`src/rtl/conv_pkg.sv`:
```
// Types and sizing helpers shared by conv_ctrl, the layer scheduler and the bench.
package conv_pkg;

    typedef enum logic [3:0] {
        S_IDLE,
        S_CLR,
        S_LOAD,
        S_REWIND,
        S_COMP,
        S_DRAIN,
        S_OUT,
        S_DONE,
        S_ABORT
    } conv_ctrl_state_t;

    function automatic int conv_n(input int r, input int c);
        return r * c;
    endfunction

    // N must be at least one pair and must fit the datapath address space.
    function automatic bit conv_n_ok(input int r, input int c, input int add_w);
        int n;
        n = conv_n(r, c);
        return (n >= 1) && (n <= (1 << add_w));
    endfunction

endpackage

```
`src/rtl/conv_ctrl_if.sv`:
```
// Scheduler-facing control/strobe bundle of conv_ctrl.
// With CONV_CTRL_CONT_EN defined the bundle also carries the cont request.
interface conv_ctrl_if #(
    parameter int In_Add_W = 4
) ();

    logic                start;
    logic                abort;
    logic                busy;
    logic                done;
    logic                clk_en;
    logic                clr;
    logic                en_wr;
    logic                wr;
    logic                en_rd;
    logic                en_MAC;
    logic                en_MAC_out;
    logic [In_Add_W-1:0] cnt;

`ifdef CONV_CTRL_CONT_EN
    logic                cont;

    modport master (
        output start, abort, cont,
        input  busy, done, clk_en, clr, en_wr, wr, en_rd, en_MAC, en_MAC_out, cnt
    );

    modport slave (
        input  start, abort, cont,
        output busy, done, clk_en, clr, en_wr, wr, en_rd, en_MAC, en_MAC_out, cnt
    );
`else
    modport master (
        output start, abort,
        input  busy, done, clk_en, clr, en_wr, wr, en_rd, en_MAC, en_MAC_out, cnt
    );

    modport slave (
        input  start, abort,
        output busy, done, clk_en, clr, en_wr, wr, en_rd, en_MAC, en_MAC_out, cnt
    );
`endif

endinterface

```
`src/rtl/conv_ctrl_cnt.sv`:
```
// Loadable up-counter with a terminal-count flag against a runtime terminal value.
module conv_ctrl_cnt #(
    parameter int W = 4
) (
    input  logic         clk,
    input  logic         rst,
    input  logic         i_load,
    input  logic [W-1:0] i_load_val,
    input  logic         i_en,
    input  logic [W-1:0] i_term,
    output logic [W-1:0] o_q,
    output logic         o_tc
);

    logic [W-1:0] r_q;

    always_ff @(posedge clk or negedge rst) begin
        if (!rst) begin
            r_q <= '0;
        end else if (i_load) begin
            r_q <= i_load_val;
        end else if (i_en) begin
            r_q <= r_q + W'(1);
        end
    end

    assign o_q  = r_q;
    assign o_tc = (r_q == i_term);

endmodule

```
`src/rtl/conv_ctrl.sv`:
```
// Sequencing controller for one conv window: clear, load N pairs, replay through the MAC, latch.
// Optional macro CONV_CTRL_CONT_EN: DONE with bus.cont=1 chains straight into the next window.
module conv_ctrl
    import conv_pkg::*;
#(
    parameter int In_Add_W = 4,
    parameter int R        = 3,
    parameter int C        = 3,
    parameter int MAC_LAT  = 2
) (
    input  logic       clk,
    input  logic       rst,
    conv_ctrl_if.slave bus
);

    localparam int N = conv_n(R, C);
    localparam logic [In_Add_W-1:0] N_TC     = In_Add_W'(N - 1);
    localparam logic [In_Add_W-1:0] DRAIN_TC = In_Add_W'((MAC_LAT > 0) ? MAC_LAT - 1 : 0);

    generate
        if (!conv_n_ok(R, C, In_Add_W)) begin : g_bad_n
            $error("conv_ctrl: R*C must lie in 1..2**In_Add_W");
        end
        if ((MAC_LAT < 0) || (MAC_LAT > (1 << In_Add_W))) begin : g_bad_lat
            $error("conv_ctrl: MAC_LAT must lie in 0..2**In_Add_W");
        end
    endgenerate

    conv_ctrl_state_t    r_state;
    conv_ctrl_state_t    w_next;
    logic                r_busy;
    logic                r_done;
    logic                r_clr;
    logic                r_clk_en;
    logic                r_en_wr;
    logic                r_wr;
    logic                r_en_rd;
    logic                r_en_mac;
    logic                r_en_mac_out;
    logic                w_cont;
    logic                w_cnt_run;
    logic                w_cnt_load;
    logic                w_cnt_tc;
    logic [In_Add_W-1:0] w_cnt_q;
    logic [In_Add_W-1:0] w_cnt_term;

`ifdef CONV_CTRL_CONT_EN
    assign w_cont = bus.cont;
`else
    assign w_cont = 1'b0;
`endif

    // One counter times LOAD, COMP and DRAIN; it is parked at 0 everywhere else.
    assign w_cnt_run  = (r_state == S_LOAD) || (r_state == S_COMP) || (r_state == S_DRAIN);
    assign w_cnt_term = (r_state == S_DRAIN) ? DRAIN_TC : N_TC;
    assign w_cnt_load = !w_cnt_run || w_cnt_tc || bus.abort;

    conv_ctrl_cnt #(
        .W(In_Add_W)
    ) u_cnt (
        .clk        (clk),
        .rst        (rst),
        .i_load     (w_cnt_load),
        .i_load_val ('0),
        .i_en       (w_cnt_run),
        .i_term     (w_cnt_term),
        .o_q        (w_cnt_q),
        .o_tc       (w_cnt_tc)
    );

    always_comb begin
        w_next = r_state;
        if ((r_state != S_IDLE) && bus.abort) begin
            w_next = S_ABORT;
        end else begin
            case (r_state)
                S_IDLE:   if (bus.start && !bus.abort) w_next = S_CLR;
                S_CLR:    w_next = S_LOAD;
                S_LOAD:   if (w_cnt_tc) w_next = S_REWIND;
                S_REWIND: w_next = S_COMP;
                S_COMP:   if (w_cnt_tc) w_next = (MAC_LAT == 0) ? S_OUT : S_DRAIN;
                S_DRAIN:  if (w_cnt_tc) w_next = S_OUT;
                S_OUT:    w_next = S_DONE;
                S_DONE:   w_next = w_cont ? S_CLR : S_IDLE;
                S_ABORT:  w_next = S_IDLE;
                default:  w_next = S_IDLE;
            endcase
        end
    end

    // Strobes are decoded from the next state so they line up with the registered state.
    always_ff @(posedge clk or negedge rst) begin
        if (!rst) begin
            r_state      <= S_IDLE;
            r_busy       <= 1'b0;
            r_done       <= 1'b0;
            r_clr        <= 1'b0;
            r_clk_en     <= 1'b0;
            r_en_wr      <= 1'b0;
            r_wr         <= 1'b0;
            r_en_rd      <= 1'b0;
            r_en_mac     <= 1'b0;
            r_en_mac_out <= 1'b0;
        end else begin
            r_state      <= w_next;
            r_busy       <= (w_next != S_IDLE);
            r_done       <= (w_next == S_DONE);
            r_clr        <= (w_next == S_CLR) || (w_next == S_REWIND) || (w_next == S_ABORT);
            r_clk_en     <= (w_next == S_LOAD) || (w_next == S_COMP);
            r_en_wr      <= (w_next == S_LOAD);
            r_wr         <= (w_next == S_LOAD);
            r_en_rd      <= (w_next == S_COMP);
            r_en_mac     <= (w_next == S_COMP) || (w_next == S_DRAIN);
            r_en_mac_out <= (w_next == S_OUT);
        end
    end

    assign bus.busy       = r_busy;
    assign bus.done       = r_done;
    assign bus.clr        = r_clr;
    assign bus.clk_en     = r_clk_en;
    assign bus.en_wr      = r_en_wr;
    assign bus.wr         = r_wr;
    assign bus.en_rd      = r_en_rd;
    assign bus.en_MAC     = r_en_mac;
    assign bus.en_MAC_out = r_en_mac_out;
    assign bus.cnt        = r_clk_en ? w_cnt_q : '0;

endmodule

```
`src/flat_wrapper.sv`:
```
// flat-port wrapper written by rule: the top's interface ports become plain ports
module conv_ctrl_flat import conv_pkg::*;
#(
    parameter int In_Add_W = 4,
    parameter int R        = 3,
    parameter int C        = 3,
    parameter int MAC_LAT  = 2
)
  (clk, rst, bus_start, bus_abort, bus_busy, bus_done, bus_clk_en, bus_clr, bus_en_wr, bus_wr, bus_en_rd, bus_en_MAC, bus_en_MAC_out, bus_cnt);
  conv_ctrl_if #(.In_Add_W(In_Add_W)) bus_i ();
  input  logic clk;
  input  logic rst;
  input wire logic [$bits(bus_i.start)-1:0] bus_start;
  input wire logic [$bits(bus_i.abort)-1:0] bus_abort;
  output wire logic [$bits(bus_i.busy)-1:0] bus_busy;
  output wire logic [$bits(bus_i.done)-1:0] bus_done;
  output wire logic [$bits(bus_i.clk_en)-1:0] bus_clk_en;
  output wire logic [$bits(bus_i.clr)-1:0] bus_clr;
  output wire logic [$bits(bus_i.en_wr)-1:0] bus_en_wr;
  output wire logic [$bits(bus_i.wr)-1:0] bus_wr;
  output wire logic [$bits(bus_i.en_rd)-1:0] bus_en_rd;
  output wire logic [$bits(bus_i.en_MAC)-1:0] bus_en_MAC;
  output wire logic [$bits(bus_i.en_MAC_out)-1:0] bus_en_MAC_out;
  output wire logic [$bits(bus_i.cnt)-1:0] bus_cnt;
  assign bus_i.start = bus_start;
  assign bus_i.abort = bus_abort;
  assign bus_busy = bus_i.busy;
  assign bus_done = bus_i.done;
  assign bus_clk_en = bus_i.clk_en;
  assign bus_clr = bus_i.clr;
  assign bus_en_wr = bus_i.en_wr;
  assign bus_wr = bus_i.wr;
  assign bus_en_rd = bus_i.en_rd;
  assign bus_en_MAC = bus_i.en_MAC;
  assign bus_en_MAC_out = bus_i.en_MAC_out;
  assign bus_cnt = bus_i.cnt;
  conv_ctrl #(.In_Add_W(In_Add_W), .R(R), .C(C), .MAC_LAT(MAC_LAT)) u_core (.clk(clk), .rst(rst), .bus(bus_i));
endmodule
```
`config.mk`:
```
export PLATFORM = sky130hd
export DESIGN_NAME = conv_ctrl_flat
export DESIGN_NICKNAME = d
export VERILOG_FILES = /design/src/rtl/conv_pkg.sv /design/src/rtl/conv_ctrl_if.sv /design/src/rtl/conv_ctrl_cnt.sv /design/src/rtl/conv_ctrl.sv /design/src/flat_wrapper.sv
export SDC_FILE = /design/constraint.sdc
export NUM_CORES = 1
export LEC_CHECK = 0
export CAP_MARGIN = 25
export CORE_MARGIN = 4
export CORE_UTILIZATION = 25
export CTS_BUF_LIST = sky130_fd_sc_hd__clkbuf_8
export CTS_CLUSTER_DIAMETER = 50
export CTS_CLUSTER_SIZE = 16
export DETAILED_ROUTE_END_ITERATION = 8
export PLACE_DENSITY_LB_ADDON = 0.15
export SKIP_LAST_GASP = 1
export SYNTH_ARGS = -nofsm -noshare
export SYNTH_HDL_FRONTEND = slang
export SYNTH_SLANG_ARGS = --single-unit
```
`constraint.sdc`:
```
create_clock -name clk -period 3.9 [get_ports clk]
set_input_delay 0.78 -clock clk [delete_from_list [all_inputs] [get_ports clk]]
set_output_delay 0.78 -clock clk [all_outputs]
set_load 0.01 [all_outputs]
```
## Word level (Yosys, flattened, before mapping)

Cells that the tools add are included.

| storage, ports and cells | value |
|---|---|
| output and inout port bits | 13 |
| memories | 0 |
| flip-flop bits (word level) | 16 |
| memory bits (writable) | 0 |
| latch bits | 0 |
| ROM bits | 0 |

| operators by class | value |
|---|---|
| multiplexer cells | 10 |
| order comparisons | 0 |
| bitwise operators | 0 |
| multiply operators | 0 |
| $add $sub $neg | 1 |
| equality and inequality tests | 15 |
| shift-type cells | 0 |
| reductions and logical operators | 16 |
| divide/modulo/power cells | 0 |

Operator list:

| cell | number |
|---|---|
| $mux 4 | 9 |
| $eq 4x3->1 const B | 7 |
| $pmux 4 s7 | 1 |
| $eq 4x2->1 const B | 4 |
| $eq 4x1->1 const B | 2 |
| $logic_or 1x1->1 | 8 |
| $reduce_bool 4->1 | 2 |
| $add 4x1->4 const B | 1 |
| $eq 4x4->1 | 1 |
| $eq 4x4->1 const B | 1 |
| $logic_not 4->1 | 1 |
| $logic_and 1x1->1 | 2 |
| $logic_not 1->1 | 2 |
| $reduce_bool 2->1 | 1 |

## Longest topological paths before layout

Gate-level depths: netlist (run 1).

| depth | value |
|---|---|
| depth after elaboration | 9 |
| gate-level depth with buffers | 5 |
| mapped depth without buffers | 4 |

## Modules after synthesis

A second synthesis (run 1) with hierarchy kept.

| second synthesis, totals | value |
|---|---|
| cell total of the unflattened synthesis | 96 |
| area, all modules | 939.7 um^2 |

By module, submodules not included:

| module | times used | area an instance (um^2) | cells an instance |
|---|---|---|---|
| conv_ctrl | 1 | 695.7 | 73 |
| conv_ctrl_cnt | 1 | 244.0 | 23 |

## Worst setup path before layout (run 1)

No wires, ideal clock.

| timing path | value |
|---|---|
| path type | input to register |
| from | input bus_abort |
| to | register u_core.r_done (netlist: u_core.bus.done) |
| stages | 4 |
| required time | 3794 ps |
| arrival | 1526 ps |
| slack | 2268 ps |
| setup time | 106 ps |
| path through | clkbuf_1 -> nor2_1 -> o2111ai_1 -> nor4b_1 |

| on the way | value |
|---|---|
| cells in the longest elaborated chain, start to end | 6 |
| elaborated cells on any way between the ends | 7 |

Ends and longest elaborated chain:

| what | RTL line | RTL |
|---|---|---|
| start, declared | flat_wrapper.sv:14 | `input wire logic [$bits(bus_i.abort)-1:0] bus_abort;` |
| $logic_not 1->1 | conv_ctrl.sv:77 | `S_IDLE: if (bus.start && !bus.abort) w_next = S_CLR;` |
| $logic_and 1x1->1 | conv_ctrl.sv:77 |  |
| $mux 4 | conv_ctrl.sv:77 |  |
| $pmux 4 s7 | conv_ctrl.sv:76 | `case (r_state)` |
| $mux 4 (*) | conv_ctrl.sv:73 | `if ((r_state != S_IDLE) && bus.abort) begin` |
| $eq 4x3->1 (*) | conv_ctrl.sv:107 | `r_done <= (w_next == S_DONE);` |
| end signal, assigned | conv_ctrl.sv:107 |  |
| end, declared | conv_ctrl.sv:32 | `logic r_done;` |

Every way passes the cells marked *; elsewhere a longest branch is shown, timed or not.
A chain may end at the register's enable or synchronous reset.

## Worst setup path after layout (run 1)

| timing path | value |
|---|---|
| from | register u_core.u_cnt.r_q[0] (netlist: u_core.u_cnt.o_q[0]) |
| to | output bus_cnt[0] |

| on the way | value |
|---|---|
| cells in the longest elaborated chain, start to end | 1 |

Ends and longest elaborated chain:

| what | RTL line | RTL |
|---|---|---|
| start, declared | conv_ctrl_cnt.sv:15 | `logic [W-1:0] r_q;` |
| start signal, assigned | conv_ctrl_cnt.sv:21 | `r_q <= i_load_val;` |
| start signal, assigned | conv_ctrl_cnt.sv:23 | `r_q <= r_q + W'(1);` |
| $mux 4 | conv_ctrl.sv:127 | `assign bus.cnt = r_clk_en ? w_cnt_q : '0;` |
| end, declared | flat_wrapper.sv:24 | `output wire logic [$bits(bus_i.cnt)-1:0] bus_cnt;` |

Every way passes these cells.

==> reports/qor.txt, run 1 <==
status: finished, final reports clean
n_diodes: 0
Crit path max-delay family: buffers and inverters
port bufs: 16
Post-DRT Antenna Nets: 0
CTS Sinks: 16
grt ovf: 0
VDD IR-drop max: 0.184 mV
Pre-Repair DR Iteration Count: 4
Mapped Cells: 83
Avg Vias per Cell: 4.67
Area Overhead vs Synth: 29.5%
Skew-Pair Late Insertion Delay: 0.25 ns
Slew headroom: 51.5%
die height: 65.4 µm
syn nets: 88
hpwl dp: 1.34 mm
worst path bufs/invs: 1
largest net degree at the start of global routing: 17
die area: 4280 µm²
setup TNS: 0 ns
Die W: 65.4 µm
crit path cell chain: and2_1 -> clkdlybuf4s50_1
flops & latches, synth: 16
num ports: 17
Power Density: 426 nW/µm²
vias in the first global route: 632
Min Hold Slack: 0.536 ns
Core Rows: 20
drc violations: 0
max-cap violation count: 0
Worst path slowest cell: clkdlybuf4s50_1
Final Net Count: 103
placer congestion estimate: 0.734
Post-Route WL: 1.83 mm
Peak Freq: 0.468 GHz
Crit Path Max Fanout: 6
WL/cell: 13.0 µm
Post-CTS Setup Bufs: 0
register area share after synthesis: 48.6%
HP Class: register to register
Max Used Layer: met4
Root Buffer: clkbuf_8
core area: 3100 µm²
share of cells above drive strength 1: 8.25%
highest-count cells in the layout ignoring fill and taps: clkdlybuf4s50_1 (16), dfrtp_1 (16), nor2_1 (9)
Initial DRC Count: 37
CP startpoint kind: register
CP endpoint kind: output port
CP max stage delay: 0.53 ns
initial antenna violation count: 0
DR WL met3: 60 µm
CTS tree: built
unrepaired setup endpoints after global routing: false
Fill cells: 346
Final Cycle Share: 54.8%
WS Path Type: register to output port
Met2 Wirelength: 848 µm
Slew @ Worst Pin: 0.725 ns
CTS resizes: 0
final hold viol count: 0
CTS Buffer Depth: 2
# hold bufs at CTS: 0
Starting Density: 26.5%
Num CTS Buffers: 3
Setup Skew: 0.00126 ns
yosys warns: 0
post-route minimum period: 2.14 ns
Leak: 0.459 nW
Post-Route M1 WL: 893 µm
CP arrival: 1.36 ns
CTS H-tree lvls: 1
Post-Syn Area: 823 µm²
Yosys cell types: 32
first-pass GRT wire length: 3.01 mm
WP data required: 3.12 ns
Clk pin slew, worst setup/hold paths: 0.06 ns
# setup viols final: 0
vias: 659
Avg Cell Area, Syn: 9.92 µm²
Final Max Slew Viols: 0
Tot GR Track Use: 9.41%
[worst paths after layout]
kind                                          start                  end  slack [ns]  cells past startpoint
worst max-delay path            u_core.u_cnt.o_q[0]           bus_cnt[0]        1.76                      2
worst min-delay path            u_core.u_cnt.o_q[0]  u_core.u_cnt.o_q[0]        0.54                      1
worst max register to register    u_core.r_state[2]  u_core.u_cnt.o_q[3]        2.19                      4
worst min register to register  u_core.u_cnt.o_q[0]  u_core.u_cnt.o_q[0]        0.54                      1
max in group asynchronous                       rst     u_core.bus.en_wr        2.48                      1
min in group asynchronous                       rst    u_core.bus.en_MAC        0.96                      1
[area by class of cell]
class | count | area (µm²) | share of cell area [%]
Inverter | 2 | 7.51 | 0.704
Multi-Input combinational cell | 59 | 388 | 36.4
Timing Repair Buffer | 16 | 160 | 15.0
Clock buffer | 4 | 55.1 | 5.16
Tap cell | 44 | 55.1 | 5.16
Sequential cell | 16 | 400 | 37.6
[per-layer routing]
| layer | track usage [%] | up-vias |
|---|---|---|
| met3 | 2.05 | 4 |
| met5 | 0 | - |
| met1 | 12.5 | 320 |
| li1 | - | 321 |
| met2 | 13.9 | 14 |
| met4 | 5.44 | 0 |
[synth_stat cells]
cell	n	area share, %
dfrtp_1	16	49
nor2_1	9	4.1
and2_1	5	3.8
nor3_1	5	3.0
a21oi_1	4	2.4
clkbuf_1	4	1.8
nor4b_1	3	3.2
o21ai_0	3	1.8
xor2_1	3	3.2
a211oi_1	2	1.8
a21o_1	2	1.8
inv_1	2	0.91
nand2_1	2	0.91
nand3_1	2	1.2
nor2b_1	2	1.5
o21a_1	2	1.8
o22a_1	2	2.1
a31oi_1	1	0.76
and3b_1	1	1.1
buf_2	1	0.61
buf_4	1	0.91
ha_1	1	1.5
nand2b_1	1	0.76
nand3_2	1	1.2
nand3b_1	1	0.91
nor4b_2	1	1.8
o2111ai_1	1	1.1
o22ai_1	1	0.76
o31ai_1	1	0.91
or2_2	1	0.76
or4b_4	1	1.7
xnor2_1	1	1.1
[worst register-to-register path, cell delays in order (launching register included)]
cell and delay (ns):
dfrtp_1 0.65, nand2b_1 0.14, or4b_4 0.52, a21o_1 0.23, nor2_1 0.11
[registers in the layout, indices dropped and copies added, names as in the netlist]
| signal | flops |
|---|---|
| u_core.bus.busy | 1 |
| u_core.bus.clk_en | 1 |
| u_core.bus.clr | 1 |
| u_core.bus.done | 1 |
| u_core.bus.en_MAC | 1 |
| u_core.bus.en_MAC_out | 1 |
| u_core.bus.en_rd | 1 |
| u_core.bus.en_wr | 1 |
| u_core.r_state | 4 |
| u_core.u_cnt.o_q | 4 |
[report_power, final]
group	internal (mW)	leakage (nW)	total [mW]	switching [mW]
Clock	0.0895	0.0288	0.147	0.0578
Combinational	0.0506	0.212	0.0988	0.0483
Sequential	0.183	0.218	0.208	0.0248
Total	0.323	0.459	0.454	0.131
[through the flow]
step | power, mW | cells | utilization, % | setup WS [ns] | cell area, µm²
6_report | 0.454 | 141 | 34.4 | 1.76 | 1070
5_1_grt | 0.480 | 141 | 34.4 | 1.69 | 1070
4_1_cts | 0.460 | 141 | 34.4 | 1.73 | 1070
3_5_place_dp | 0.309 | 137 | 32.6 | 1.51 | 1010
3_3_place_gp | 0.310 | 137 | 32.6 | 1.57 | 1010
2_1_floorplan | 0.265 | 83 | - | 2.27 | 823
[kinds of logic (layout without fill, tap and decap cells)]
family	count (synthesis)	count (layout)	synth area share, %
compound gates	19	19	15.3
xor+xnor	4	4	4.26
fa+ha+maj	1	1	1.52
buf+inv	8	22	4.25
flops	16	16	48.6
simple gates	35	35	26.0
(Power assumes the default switching activity.)
==> run 2: changes to the inputs <==
- clock period: 3.9 -> 1.98 ns (I/O delays scaled with it)
==> reports/qor.txt, run 2 (synthesis results as in run 1) <==
status: finished, final reports clean
Post-CTS Setup Bufs: 0 (unchanged)
CP max stage delay: 0.53 ns (about the same)
Root Buffer: clkbuf_8
grt ovf: 0 (unchanged)
power share of the sequential group: 44.1% (-1.7 points)
Crit Path Max Fanout: 5 (-1)
unrepaired setup endpoints after global routing: false
Core Rows: 20 (unchanged)
highest-count cells in the layout ignoring fill and taps: clkdlybuf4s50_1 (16), dfrtp_1 (16), nor2_1 (9)
Int Power: 0.649 mW (+100%)
Worst path slowest cell: clkdlybuf4s50_1
met2 Use GR: 14.9% (+1.0 points)
final hold viol count: 0 (unchanged)
share of cells above drive strength 1: 13.6% (+5.3 points)
Initial DRC Count: 25 (-32%)
sw frac: 28.4% (-0.43 points)
# hold bufs at CTS: 0 (unchanged)
busiest grt layer: met2
Post-DRT Antenna Nets: 0 (unchanged)
HP Class: input pin to asynchronous set/reset pin
placer congestion estimate: 0.758 (+3.3%)
Setup Skew: 0.00608 ns (+0.00482 ns)
n_diodes: 0 (unchanged)
initial antenna violation count: 0 (unchanged)
Peak Freq: 0.571 GHz
Critical R2R Launch: u_core.u_cnt.o_q[0]
Comb power frac: 24.3% (+2.5 points)
CTS resizes: 0 (unchanged)
largest net degree at the start of global routing: 17 (unchanged)
VDD IR-drop max: 0.373 mV (+100%)
Slew @ Worst Pin: 0.610 ns (-0.115 ns)
Crit path max-delay family: buffers and inverters
first-pass GRT wire length: 3.26 mm (+8.5%)
Post-DP Area: 1060 µm² (+4.5%)
setup TNS: 0 ns (unchanged)
final non-filler cell area: 1110 µm² (+4.2%)
# setup viols final: 0 (unchanged)
worst path bufs/invs: 1 (unchanged)
Final Net Count: 109 (+5.8%)
WP data required: 1.58 ns (-1.54 ns)
post-route insts no fill: 147 (+4.3%)
core area: 3100 µm² (unchanged)
Die W: 65.4 µm (unchanged)
R2R cell count: 5 (+1)
Skew-Pair Late Insertion Delay: 0.25 ns (about the same)
Fill cells: 338 (-2.3%)
Final Max Slew Viols: 0 (unchanged)
CP startpoint kind: register
port bufs: 16 (unchanged)
max-cap violation count: 0 (unchanged)
crit path cell chain: and2_1 -> clkdlybuf4s50_1
Post-Route WL: 1.89 mm (+3.0%)
Avg Vias per Cell: 4.68 (+0.14%)
num ports: 17 (unchanged)
Min Hold Slack: 0.466 ns (-0.0700 ns)
CTS tree: built
Area Overhead vs Synth: 35.0%
die height: 65.4 µm (unchanged)
vias: 688 (+4.4%)
Slew headroom: 58.7% (+7.2 points)
GR Layer Usage met1: 14.0% (+1.4 points)
die area: 4280 µm² (unchanged)
CP arrival: 1.35 ns (about the same)
Pre-Repair DR Iteration Count: 4 (unchanged)
CP endpoint kind: output port
flop-to-flop setup slack: 0.28 ns (-1.91 ns)
Tot GR Track Use: 9.96% (+0.55 points)
CTS H-tree lvls: 1 (unchanged)
placed insts: 143 (+4.4%)
CTS Sinks: 16 (unchanged)
reg2reg end: u_core.u_cnt.o_q[2]
Clk pin slew, worst setup/hold paths: 0.07 ns (about the same)
Power Density: 816 nW/µm² (+92%)
Clk network pwr share: 31.6% (-0.9 points)
met3 usage: 1.54% (-0.51 points)
WL/cell: 12.8 µm (-1.2%)
Critical Path Source: u_core.u_cnt.o_q[2]
Starting Density: 26.5% (unchanged)
CTS Buffer Depth: 2 (unchanged)
Num CTS Buffers: 3 (unchanged)
Net Sw Power: 0.257 mW (+97%)
total power: 0.906 mW (+100%)
Leak: 0.490 nW (+6.8%)
drc violations: 0 (unchanged)
hpwl dp: 1.38 mm (+3.3%)
Final Cycle Share: 88.4%
post-route minimum period: 1.75 ns
WS Path Type: register to output port
vias in the first global route: 661 (+4.6%)
==> run 2: per-layer routing <==
metal / wire length, µm / vias to the layer above
li1: - / 331
met1: 987 / 340
met2: 822 / 13
met3: 49 / 4
met4: 27 / 0
met5: 0 / -
==> run 2: how the worst max path moves through the flow <==
stage,to,cells after the start
floorplan,u_core.u_cnt.o_q[2],4
global placement,u_core.bus.clr,5
detailed placement,u_core.bus.clr,5
CTS,bus_cnt[2],2
global route,u_core.bus.done,3
finish,bus_cnt[2],2
==> run 2: area by class of cell <==
| type | count | area (µm²) | share of cell area, % |
|---|---|---|---|
| Clock buffer | 4 | 55.1 | 4.95 |
| Sequential cell | 16 | 400 | 36.0 |
| Timing Repair Buffer | 22 | 205 | 18.5 |
| Inverter | 2 | 7.51 | 0.676 |
| Multi-Input combinational cell | 59 | 388 | 34.9 |
| Tap cell | 44 | 55.1 | 4.95 |
==> run 2: worst reg2reg max path, stage by stage (launching register included) <==
cell	delay [ns]
dfrtp_1	0.43
nor4b_2	0.18
buf_4	0.15
or4b_4	0.53
a21o_1	0.22
nor2_1	0.11
==> run 2: power groups by stage <==
stage | combinational (mW) | clock (mW) | sequential [mW]
floorplan | 0.128 | 0 | 0.394
global placement | 0.223 | 0 | 0.405
detailed placement | 0.221 | 0 | 0.403
CTS | 0.222 | 0.290 | 0.398
global route | 0.248 | 0.308 | 0.407
finish | 0.220 | 0.286 | 0.400
==> run 2: through the flow <==
step / setup slack, ns / util (%)
6_report: 0.230 / 35.8
5_1_grt: 0.135 / 35.8
4_1_cts: 0.218 / 35.8
3_5_place_dp: 0.154 / 34.0
3_3_place_gp: 0.175 / 34.0
2_1_floorplan: 0.522 / -
==> run 3: changes to the inputs <==
- CORE_UTILIZATION: 25 -> 38
==> reports/qor.txt, run 3 (synthesis results as in run 1) <==
status: finished, final reports clean
Met2 Wirelength: 740 µm (-10%)
Clk pin slew, worst setup/hold paths: 0.06 ns (about the same)
Post-Route M1 WL: 731 µm (-26%)
WS Path Type: register to output port
port bufs: 16 (unchanged)
Critical R2R Launch: u_core.r_state[1]
HP Class: input pin to asynchronous set/reset pin
CTS resizes: 0 (unchanged)
Post-CTS Setup Bufs: 0 (unchanged)
Starting Density: 41.1% (+15 points)
Area Overhead vs Synth: 29.6%
post-route minimum period: 1.75 ns (-0.00238 ns)
Slew @ Worst Pin: 0.429 ns (-0.181 ns)
WL/cell: 12.8 µm (-0.63%)
flop-to-flop setup slack: 0.30 ns (+0.02 ns)
CP endpoint kind: output port
vias in the first global route: 626 (-5.3%)
Power Density: 833 nW/µm² (+2.1%)
Post-DRT Antenna Nets: 0 (unchanged)
# hold bufs at CTS: 0 (unchanged)
max-cap violation count: 0 (unchanged)
Peak Freq: 0.572 GHz (+0.14%)
final hold viol count: 0 (unchanged)
CP arrival: 1.35 ns (about the same)
Die W: 54.5 µm (-17%)
Slew headroom: 71.0% (+12 points)
Max Used Layer: met4
first-pass GRT wire length: 2.84 mm (-13%)
die height: 54.5 µm (-17%)
Avg Vias per Cell: 5.28 (+13%)
grt ovf: 0 (unchanged)
drc violations: 0 (unchanged)
Core Rows: 16 (-20%)
Final Net Count: 106 (-2.8%)
Post-Route WL: 1.62 mm (-14%)
DR WL met3: 106 µm (+120%)
Num CTS Buffers: 3 (unchanged)
VDD IR-drop max: 0.506 mV (+36%)
Initial DRC Count: 7 (-72%)
Root Buffer: clkbuf_8
Leak: 0.474 nW (-3.3%)
num ports: 17 (unchanged)
WP data required: 1.58 ns (about the same)
# setup viols final: 0 (unchanged)
Worst path slowest cell: clkdlybuf4s50_1
CTS H-tree lvls: 1 (unchanged)
hpwl dp: 1.18 mm (-14%)
placer congestion estimate: 0.827 (+9.1%)
n_diodes: 0 (unchanged)
CP max stage delay: 0.53 ns (about the same)
die area: 2980 µm² (-30%)
post-route insts no fill: 127 (-14%)
Final Cycle Share: 88.3% (-0.12 points)
crit path cell chain: and2_1 -> clkdlybuf4s50_1
initial antenna violation count: 0 (unchanged)
Tot GR Track Use: 13.6% (+3.6 points)
unrepaired setup endpoints after global routing: false
Critical Path Source: u_core.u_cnt.o_q[2]
placed insts: 123 (-14%)
Crit Path Max Fanout: 5 (unchanged)
highest-count cells in the layout ignoring fill and taps: clkdlybuf4s50_1 (16), dfrtp_1 (16), nor2_1 (9)
share of cells above drive strength 1: 11.0% (-2.6 points)
vias: 670 (-2.6%)
core area: 2000 µm² (-35%)
CTS Buffer Depth: 2 (unchanged)
setup TNS: 0 ns (unchanged)
CTS tree: built
Final Max Slew Viols: 0 (unchanged)
CP startpoint kind: register
Pre-Repair DR Iteration Count: 4 (unchanged)
CTS Sinks: 16 (unchanged)
Skew-Pair Late Insertion Delay: 0.25 ns (about the same)
Setup Skew: 0.00400 ns (-0.00208 ns)
largest net degree at the start of global routing: 17 (unchanged)
==> run 3: cell count changes in the layout (fill, tap and decap cells not counted), sizes merged <==
cell / delta
buf: -3
==> run 3: area by class of cell <==
class                   instances  area [µm²]
flip-flops and latches         16         400
inverters                       2        7.51
repair buffers                 19         183
well taps                      27        33.8
multi-input cells              59         388
clock buffers                   4        55.1
fillers                       182         935
==> run 3: final timing paths <==
kind,end,depth (start not counted)
max in group asynchronous,u_core.bus.clr,2
setup reg to reg,u_core.u_cnt.o_q[2],4
setup / recovery,bus_cnt[2],2
min in group clk,u_core.u_cnt.o_q[0],1
hold reg to reg,u_core.u_cnt.o_q[0],1
hold / removal,u_core.u_cnt.o_q[0],2
==> run 3: stage by stage <==
stage	power (mW)	setup WS (ns)	hold slack, ns	instance area (µm²)	util (%)
floorplan	0.523	0.522	0.100	823	-
global placement	0.606	0.215	0.518	1010	50.6
detailed placement	0.608	0.157	0.530	1010	50.6
CTS	0.897	0.219	0.470	1070	53.3
global route	0.946	0.172	0.484	1070	53.3
finish	0.889	0.232	0.463	1070	53.3
==> run 3: layer usage <==
layer | up-vias | global-route usage [%]
met5 | - | 0
met4 | 0 | 9.13
met3 | 5 | 1.63
met2 | 27 | 20.3
met1 | 311 | 18.2
li1 | 327 | -
==> run 3: worst max-delay path, delay by kind of cell, from the launching register on <==
| kind | cells | cell delay (ns) |
|---|---|---|
| AND/OR/NAND/NOR | 1 | 0.15 |
| buffers and inverters | 1 | 0.53 |
| flip-flops | 1 | 0.43 |
==> run 3: power by group <==
part	switching (mW)	internal [mW]	total, mW	leakage, nW
registers	0.0475	0.360	0.408	0.218
logic	0.0917	0.103	0.195	0.227
clock network	0.111	0.176	0.287	0.0288
